## src/rtl/fetch_unit_pkg.sv

```systemverilog
// Shared definitions for the instruction fetch stage: state encoding,
// next-pc selection codes and the default widths/values.
package fetch_unit_pkg;

   localparam int PC_WIDTH_DEF = 10;
   localparam logic [31:0] NOP_WORD_DEF = 32'h0000_0000;

   // Fetch sequencer states.
   typedef enum logic [1:0] {
      IDLE  = 2'd0,
      FETCH = 2'd1,
      HOLD  = 2'd2,
      DRAIN = 2'd3
   } fetch_state_e;

   // Next-pc selection for the pc generator.
   typedef enum logic [1:0] {
      PC_KEEP = 2'd0,
      PC_INC  = 2'd1,
      PC_LOAD = 2'd2
   } pc_sel_e;

endpackage

```

## src/rtl/fetch_unit_if.sv

```systemverilog
// Instruction-memory request/acknowledge bus.
// Handshake: the fetch side raises oIM_req with oIM_addr and keeps the
// address stable until a cycle in which iIM_ack=1; iIM_rdata is valid only
// in that ack cycle, and the request may stay high for the next address.
interface fetch_unit_if #(
   parameter int PC_WIDTH = 10
);
   logic                oIM_req;
   logic [PC_WIDTH-1:0] oIM_addr;
   logic                iIM_ack;
   logic [31:0]         iIM_rdata;

   modport master (
      output oIM_req,
      output oIM_addr,
      input  iIM_ack,
      input  iIM_rdata
   );

   modport slave (
      input  oIM_req,
      input  oIM_addr,
      output iIM_ack,
      output iIM_rdata
   );
endinterface

```

## src/rtl/fetch_pc_gen.sv

```systemverilog
// Program counter register with its next-pc mux (keep / +1 / load target).
// Increment wraps modulo 2^PC_WIDTH.
module fetch_pc_gen
   import fetch_unit_pkg::*;
#(
   parameter int                  PC_WIDTH = PC_WIDTH_DEF,
   parameter logic [PC_WIDTH-1:0] RESET_PC = '0
) (
   input  logic                clock,
   input  logic                reset_n,
   input  pc_sel_e             pc_sel,
   input  logic [PC_WIDTH-1:0] target,
   output logic [PC_WIDTH-1:0] pc
);

   logic [PC_WIDTH-1:0] pc_next;

   // Select the next program counter value.
   always_comb begin
      pc_next = pc;
      case (pc_sel)
         PC_INC:  pc_next = pc + PC_WIDTH'(1);
         PC_LOAD: pc_next = target;
         default: pc_next = pc;
      endcase
   end

   // Program counter register.
   always_ff @(posedge clock or negedge reset_n) begin
      if (!reset_n) begin
         pc <= RESET_PC;
      end else begin
         pc <= pc_next;
      end
   end

endmodule

```

## src/rtl/fetch_unit.sv

```systemverilog
// Instruction fetch stage: sequences requests to instruction memory,
// captures the returned word with its pc for the REG1 wall, stalls on
// hazard and redirects on a taken branch (raising the wall flushes).
module fetch_unit
   import fetch_unit_pkg::*;
#(
   parameter int                  PC_WIDTH = PC_WIDTH_DEF,
   parameter logic [PC_WIDTH-1:0] RESET_PC = '0,
   parameter logic [31:0]         NOP_WORD = NOP_WORD_DEF
) (
   input  logic                clock,
   input  logic                reset_n,
   fetch_unit_if.master        im,
   input  logic                iEX_branch_taken,
   input  logic [PC_WIDTH-1:0] iEX_branch_target,
   input  logic                hazard,
   output logic [31:0]         oIF_instruction,
   output logic [PC_WIDTH-1:0] oIF_current_pc,
   output logic                do_flush_REG1,
   output logic                do_flush_REG2,
   output fetch_state_e        dbg_state
);

   fetch_state_e        state;
   fetch_state_e        state_next;
   pc_sel_e             pc_sel;
   logic [PC_WIDTH-1:0] pc;
   logic [PC_WIDTH-1:0] drain_addr;
   logic [31:0]         inst_q;
   logic [PC_WIDTH-1:0] pc_q;
   logic                valid;

   logic                redirect;
   logic                capture;
   logic                clear_valid;
   logic                drain_load;
   logic                req;
   logic [PC_WIDTH-1:0] addr;

   fetch_pc_gen #(
      .PC_WIDTH (PC_WIDTH),
      .RESET_PC (RESET_PC)
   ) u_pc_gen (
      .clock   (clock),
      .reset_n (reset_n),
      .pc_sel  (pc_sel),
      .target  (iEX_branch_target),
      .pc      (pc)
   );

   // A branch pulse is ignored only while still in IDLE after reset.
   assign redirect = iEX_branch_taken && (state != IDLE);

   // Next-state, pc selection and request generation.
   always_comb begin
      state_next  = state;
      pc_sel      = PC_KEEP;
      req         = 1'b0;
      addr        = pc;
      capture     = 1'b0;
      clear_valid = 1'b0;
      drain_load  = 1'b0;
      case (state)
         IDLE: begin
            state_next = FETCH;
         end
         FETCH: begin
            req = 1'b1;
            if (redirect) begin
               pc_sel      = PC_LOAD;
               clear_valid = 1'b1;
               if (im.iIM_ack) begin
                  state_next = FETCH;
               end else begin
                  // Outstanding request: its response must be swallowed.
                  state_next = DRAIN;
                  drain_load = 1'b1;
               end
            end else if (im.iIM_ack) begin
               capture = 1'b1;
               if (hazard) begin
                  state_next = HOLD;
               end else begin
                  pc_sel = PC_INC;
               end
            end
         end
         HOLD: begin
            if (redirect) begin
               pc_sel      = PC_LOAD;
               clear_valid = 1'b1;
               state_next  = FETCH;
            end else if (!hazard) begin
               pc_sel     = PC_INC;
               state_next = FETCH;
            end
         end
         DRAIN: begin
            req  = 1'b1;
            addr = drain_addr;
            if (redirect) begin
               pc_sel      = PC_LOAD;
               clear_valid = 1'b1;
            end
            if (im.iIM_ack) begin
               state_next = FETCH;
            end
         end
         default: begin
            state_next = IDLE;
         end
      endcase
   end

   // Sequencer state register.
   always_ff @(posedge clock or negedge reset_n) begin
      if (!reset_n) begin
         state <= IDLE;
      end else begin
         state <= state_next;
      end
   end

   // Captured instruction, its pc, the valid flag and the drained address.
   always_ff @(posedge clock or negedge reset_n) begin
      if (!reset_n) begin
         inst_q     <= NOP_WORD;
         pc_q       <= RESET_PC;
         valid      <= 1'b0;
         drain_addr <= RESET_PC;
      end else begin
         if (capture) begin
            inst_q <= im.iIM_rdata;
            pc_q   <= pc;
            valid  <= 1'b1;
         end else if (clear_valid) begin
            valid <= 1'b0;
         end
         if (drain_load) begin
            drain_addr <= pc;
         end
      end
   end

   assign im.oIM_req      = req;
   assign im.oIM_addr     = addr;
   assign oIF_instruction = valid ? inst_q : NOP_WORD;
   assign oIF_current_pc  = pc_q;
   assign do_flush_REG1   = redirect;
   assign do_flush_REG2   = redirect;
   assign dbg_state       = state;

endmodule

```

## src/flat_wrapper.sv

```systemverilog
// flat-port wrapper written by rule: the top's interface ports become plain ports
module fetch_unit_flat import fetch_unit_pkg::*;
#(
   parameter int                  PC_WIDTH = PC_WIDTH_DEF,
   parameter logic [PC_WIDTH-1:0] RESET_PC = '0,
   parameter logic [31:0]         NOP_WORD = NOP_WORD_DEF
)
  (clock, reset_n, iEX_branch_taken, iEX_branch_target, hazard, oIF_instruction, oIF_current_pc, do_flush_REG1, do_flush_REG2, dbg_state, im_oIM_req, im_oIM_addr, im_iIM_ack, im_iIM_rdata);
  fetch_unit_if #(.PC_WIDTH(PC_WIDTH)) im_i ();
  input  logic clock;
  input  logic reset_n;
  input  logic iEX_branch_taken;
  input  logic [PC_WIDTH-1:0] iEX_branch_target;
  input  logic hazard;
  output logic [31:0] oIF_instruction;
  output logic [PC_WIDTH-1:0] oIF_current_pc;
  output logic do_flush_REG1;
  output logic do_flush_REG2;
  output fetch_state_e dbg_state;
  output wire logic [$bits(im_i.oIM_req)-1:0] im_oIM_req;
  output wire logic [$bits(im_i.oIM_addr)-1:0] im_oIM_addr;
  input wire logic [$bits(im_i.iIM_ack)-1:0] im_iIM_ack;
  input wire logic [$bits(im_i.iIM_rdata)-1:0] im_iIM_rdata;
  assign im_oIM_req = im_i.oIM_req;
  assign im_oIM_addr = im_i.oIM_addr;
  assign im_i.iIM_ack = im_iIM_ack;
  assign im_i.iIM_rdata = im_iIM_rdata;
  fetch_unit #(.PC_WIDTH(PC_WIDTH), .RESET_PC(RESET_PC), .NOP_WORD(NOP_WORD)) u_core (.clock(clock), .reset_n(reset_n), .im(im_i), .iEX_branch_taken(iEX_branch_taken), .iEX_branch_target(iEX_branch_target), .hazard(hazard), .oIF_instruction(oIF_instruction), .oIF_current_pc(oIF_current_pc), .do_flush_REG1(do_flush_REG1), .do_flush_REG2(do_flush_REG2), .dbg_state(dbg_state));
endmodule
```

## config.mk

```make
export PLATFORM = sky130hd
export DESIGN_NAME = fetch_unit_flat
export DESIGN_NICKNAME = d
export VERILOG_FILES = /design/src/rtl/fetch_unit_pkg.sv /design/src/rtl/fetch_unit_if.sv /design/src/rtl/fetch_pc_gen.sv /design/src/rtl/fetch_unit.sv /design/src/flat_wrapper.sv
export SDC_FILE = /design/constraint.sdc
export NUM_CORES = 1
export LEC_CHECK = 0
export ABC_AREA = 1
export CAP_MARGIN = 5
export CELL_PAD_IN_SITES_DETAIL_PLACEMENT = 1
export CELL_PAD_IN_SITES_GLOBAL_PLACEMENT = 2
export CORE_MARGIN = 4
export CORE_UTILIZATION = 27
export DETAILED_ROUTE_END_ITERATION = 6
export PLACE_DENSITY = 0.85
export SKIP_CTS_REPAIR_TIMING = 1
export SYNTH_ARGS = -nofsm -noshare
export SYNTH_HDL_FRONTEND = slang
export SYNTH_SLANG_ARGS = --single-unit
```

## constraint.sdc

```tcl
create_clock -name clock -period 4.67 [get_ports clock]
set_clock_uncertainty 0.2 [all_clocks]
set_input_delay 0.934 -clock clock [delete_from_list [all_inputs] [get_ports clock]]
set_output_delay 0.934 -clock clock [all_outputs]
set_load 0.005 [all_outputs]
```

# Word level (Yosys, flattened, before mapping)
# Cells that the tools add are included.
# totals
ff_bits,65
in_bits,47
# classes
n_addsub,1
eq_ne,9
muxes,28
n_reduce_logical,8
# ops
op,count
$mux W32,1
$mux W2,11
$pmux W10 S2,1
$mux W1,12
$add A10 B1 Y10 const B,1
$mux W10,1
$ne A3 B3 Y1 const B,3
$pmux W2 S4,1
$eq A2 B2 Y1 const B,3
$pmux W2 S3,1
$reduce_bool A2 Y1,3
$eq A2 B1 Y1 const B,2
$reduce_and A4 Y1,1
$reduce_or A3 Y1,1
$logic_not A2 Y1,1
$ne A2 B2 Y1 const B,1
$reduce_or A2 Y1,1
$logic_and A1 B1 Y1,1

# Logic depth before layout (Yosys ltp)
# logic_depth
ltp_word,6
ltp_mapped,11
ltp_nobuf,11

# Hierarchy
# From an unflattened synthesis, not the netlist that was laid out.
# unflattened
hier_cells,437
hier_area_um2,3354.5
# by_module_without_submodules
mod,instances,cells_per_inst,area_per_inst_um2
fetch_unit,1,335,2657.5
fetch_pc_gen,1,102,696.9

# Least setup slack after synthesis
# OpenSTA, ideal clock, no wires.
# synth_path
path_type,input to register
from,in im_iIM_ack
to,reg u_core.u_pc_gen.pc[3]
arrival_time_ps,2216
setup_slack_ps,2134
cell_stages,9
cell_sequence,buf_2 inv_1 o21ai_0 nand2_1 ha_1 clkbuf_1 a21oi_1 o21ai_0 inv_1
# synth_via
elab_chain_len,5
word_cells_on_any_way,7
classes_between,eq/ne: 2; mux: 4; reduce/logical: 1
# synth_lines
element,line,source
from (decl),flat_wrapper.sv:22,input wire logic [$bits(im_i.iIM_ack)-1:0] im_iIM_ack;
$mux W2 (*),fetch_unit.sv:79,end else if (im.iIM_ack) begin
$mux W2 (*),fetch_unit.sv:69,if (redirect) begin
$pmux W2 S3 (*),fetch_unit.sv:63,case (state)
$eq A2 B2 Y1 / $eq A2 B1 Y1 (equally long branches),fetch_pc_gen.sv:21,case (pc_sel)
$pmux W10 S2 / $reduce_bool A2 Y1 (equally long branches),n/a,
to (signal assigned),fetch_pc_gen.sv:33,pc <= pc_next;
to (decl),fetch_pc_gen.sv:13,output logic [PC_WIDTH-1:0] pc
# Mark *: on every way between the ends. The rest lies on a longest branch, timed or not.
# A chain may end at the register's enable or synchronous reset.

# Final worst setup path
# layout_path
from,in iEX_branch_taken
to,out do_flush_REG1
# layout_via
elab_chain_len,1
# layout_lines
element,line,source
from (decl),flat_wrapper.sv:12,input logic iEX_branch_taken;
$logic_and A1 B1 Y1,fetch_unit.sv:52,assign redirect = iEX_branch_taken && (state != IDLE);
to (decl),flat_wrapper.sv:17,output logic do_flush_REG1;
# Every way passes these cells.

==> summary.md <==
| Metric | Value |
|---|---|
| Slew margin rel. | 0.262 |
| YS warnings | 0 |
| Cts bufs inserted | 9 |
| Clk Tree Root Cell | clkbuf_16 |
| Worst-Margin Slew | between 1000 and 1500 ps |
| DRC | 0 |
| H-Tree Depth | 3 |
| Syn Nets | about 480 |
| Setup WS post-layout | 1120 ps |
| PortBufs | 103 |
| Fmax | between 200 and 300 MHz |
| Worst setup EP type | output port |
| Area contributors post-synth | dfrtp_1 50%, nand2_1 19%, nand3_1 6.7% |
| Synth Cell Area | roughly 3300 µm² |
| Hold Vio Cnt, Final | 0 |
| Max Cap Viol | 0 |
| VDD IR max | 244 µV |
| Worst r2r src | u_core.dbg_state[0] |
| Worst setup startpoint | iEX_branch_taken |
| CTS clk-pin slew, worst paths | roughly 50 ps |
| Min Clock Period, post-route | 3550 ps |
| Buffer depth of the longest clock path | 2 |
| Min-delay src | u_core.inst_q[23] |
| Met2 wire length | 4400 µm |
| Critical Path Source Type | primary input |
| Part of the Yosys area used for sequential elements | 0.498 |
| Data required, critical path | ~3500 ps |
| Vias in the first global route | 3149 |
| Synth cell count leaders | 165 x nand2_1, 65 x dfrtp_1, 58 x inv_1, 44 x nand3_1, 22 x o21ai_0 |
| Die height | approximately 120 µm |
| DPL Wire Length | around 7000 µm |
| Hold Crit Class | reg -> reg |
| Worst Reg-to-Reg Cells | 9 |
| Initial antenna violation count | 0 |
| Initial Util | 0.281 |
| Prevailing post-synth register cell | dfrtp_1 |
| Overflow after GRT | 0 |
| WHS Endpoint | u_core.inst_q[23] |
| Die Area | about 14000 µm² |
| DR pass1 iterations | 4 |
| Share of layout cells above drive strength 1 | 0.0573 |
| PwrDens | approximately 630 nW/µm² |
| Drt wl/cell | 14.6 µm |
| Area leader, netlist | dfrtp_1 |
| Via count | just over 3000 |
| Final worst-path cycle share | 0.761 |
| Register area | roughly 1600 µm² |
| Final WL | just under 10000 µm |
| Die Wd | around 120 µm |
| Crit path max fanout | 5 |
| Layout area overhead | 40.9% |
| Yosys top cell area share | 0.498 |
| Setup TNS | 0 ps |
| Reg-to-Reg End | u_core.u_pc_gen.pc[4] |
| Routed length on met1 | ~4800 µm |
| Status | finished clean |
| P_leak | 2.40 nW |
| Most common cell in the synthesized netlist | nand2_1 |
| CTS sink cnt | 65 |
| Yosys cell types | 22 |
| Final setup violation count | 0 |
| Post-Syn Area per Cell | between 7 and 8 µm² |
| RSZ-0062 raised after global routing | no |
| Initial DRC Count | a little under 200 |
| Largest net degree at the start of global routing | 54 |
| Core outline area | roughly 12000 µm² |
| Total track usage | 0.144 |
| Synthesized instance count | about 430 |
| Post-synth EDFFs | 0 |
| Row cnt | 39 |
| Number of fill cells in the layout | 1425 |
| CTS tree | yes |
| Via density | 4.61 |
| WS Path Type | in -> out |
| Slew Viols, Final | 0 |
| NumNets Final | approximately 570 |
| Top sig layer | met4 |
| First-pass GRT wire length | between 15000 and 20000 µm |
| Gpl congestion | 0.786 |
| Flop-to-flop setup slack | ~2200 ps |
| Hold path cells | 2 |
| Total area of multi-input combinational cells | 1270 µm² |
| Routed Antenna Nets | 0 |
| Metal3 WL | between 400 and 500 µm |
| Pre-CTS setup slack | 1110 ps |
| WP data arrival | roughly 2400 ps |
| I/O Pins | 104 |
| Yosys reg bits | 65 |
| # diodes | 0 |
| Asr flop ratio synth | 1.00 |
| Clock Latency Late Sink | 330 ps |
==> through the flow <==
step,total power [W],area (µm²),hold slack [ps],cells,util
after detailed placement,0.00232,4330,258,652,0.373
after CTS,0.00295,4600,272,667,0.396
final,0.00289,4600,270,667,0.396
after floorplan,0.00169,3260,242,428,-
after global routing,0.00315,4600,289,667,0.396
after global placement,0.00228,4330,254,652,0.373
==> area by class of cell <==
class                           count  share of cell area
Clock inverter                      3             0.00381
Timing Repair Buffer              105               0.226
Clock buffer                       12              0.0536
Multi-Input combinational cell    281               0.276
Sequential cell                    65               0.354
Tap cell                          143              0.0389
Inverter                           58              0.0473
==> critical path: stages <==
cell and delay [ps]:
clkdlybuf4s50_1 630, o21ai_1 230, inv_1 120, clkdlybuf4s50_1 510
==> placed cells by master, fill, tap and decap left out, types with 2 or more instances in the layout <==
master,count
clkbuf_1,2
a22oi_1,2
clkbuf_16,9
nor2_1,10
a21oi_1,6
o21ai_1,14
nand3_1,44
o21ai_2,10
inv_1,58
dfrtp_1,65
ha_1,2
clkdlybuf4s50_1,102
o21ai_0,22
nand2_1,165
buf_4,2
clkinv_2,2
==> worst max-delay path by stage <==
stage and endpoint:
6_report do_flush_REG1, 5_1_grt do_flush_REG1, 4_1_cts do_flush_REG1, 3_5_place_dp do_flush_REG1
3_3_place_gp do_flush_REG1, 2_1_floorplan u_core.u_pc_gen.pc[3]
==> cell families after synthesis <==
kind of cell,Yosys count,share of synthesized area
buffers and inverters,82,0.112
DFF,65,0.498
AOI/OAI and AO/OA,55,0.0978
and+or+nand+nor,224,0.284
adders and majority gates,2,0.00767
==> power by group <==
part           switching, W  internal [W]
clock network      0.000234      0.000369
logic              0.000639      0.000609
registers          0.000211      0.000832
==> per-layer routing <==
layer | up-vias | GRT usage
li1 | 1510 | -
met1 | 1470 | 0.195
met2 | 81 | 0.223
met3 | 15 | 0.0370
met4 | 0 | 0.0491
met5 | - | 0
==> state kept, by name, indices dropped and copies added, names as in the netlist <==
signal                 flops
u_core.drain_addr         10
u_core.valid               1
u_core.oIF_current_pc     10
u_core.inst_q             32
u_core.dbg_state           2
u_core.u_pc_gen.pc        10
Power figures use the tool's default switching activity.
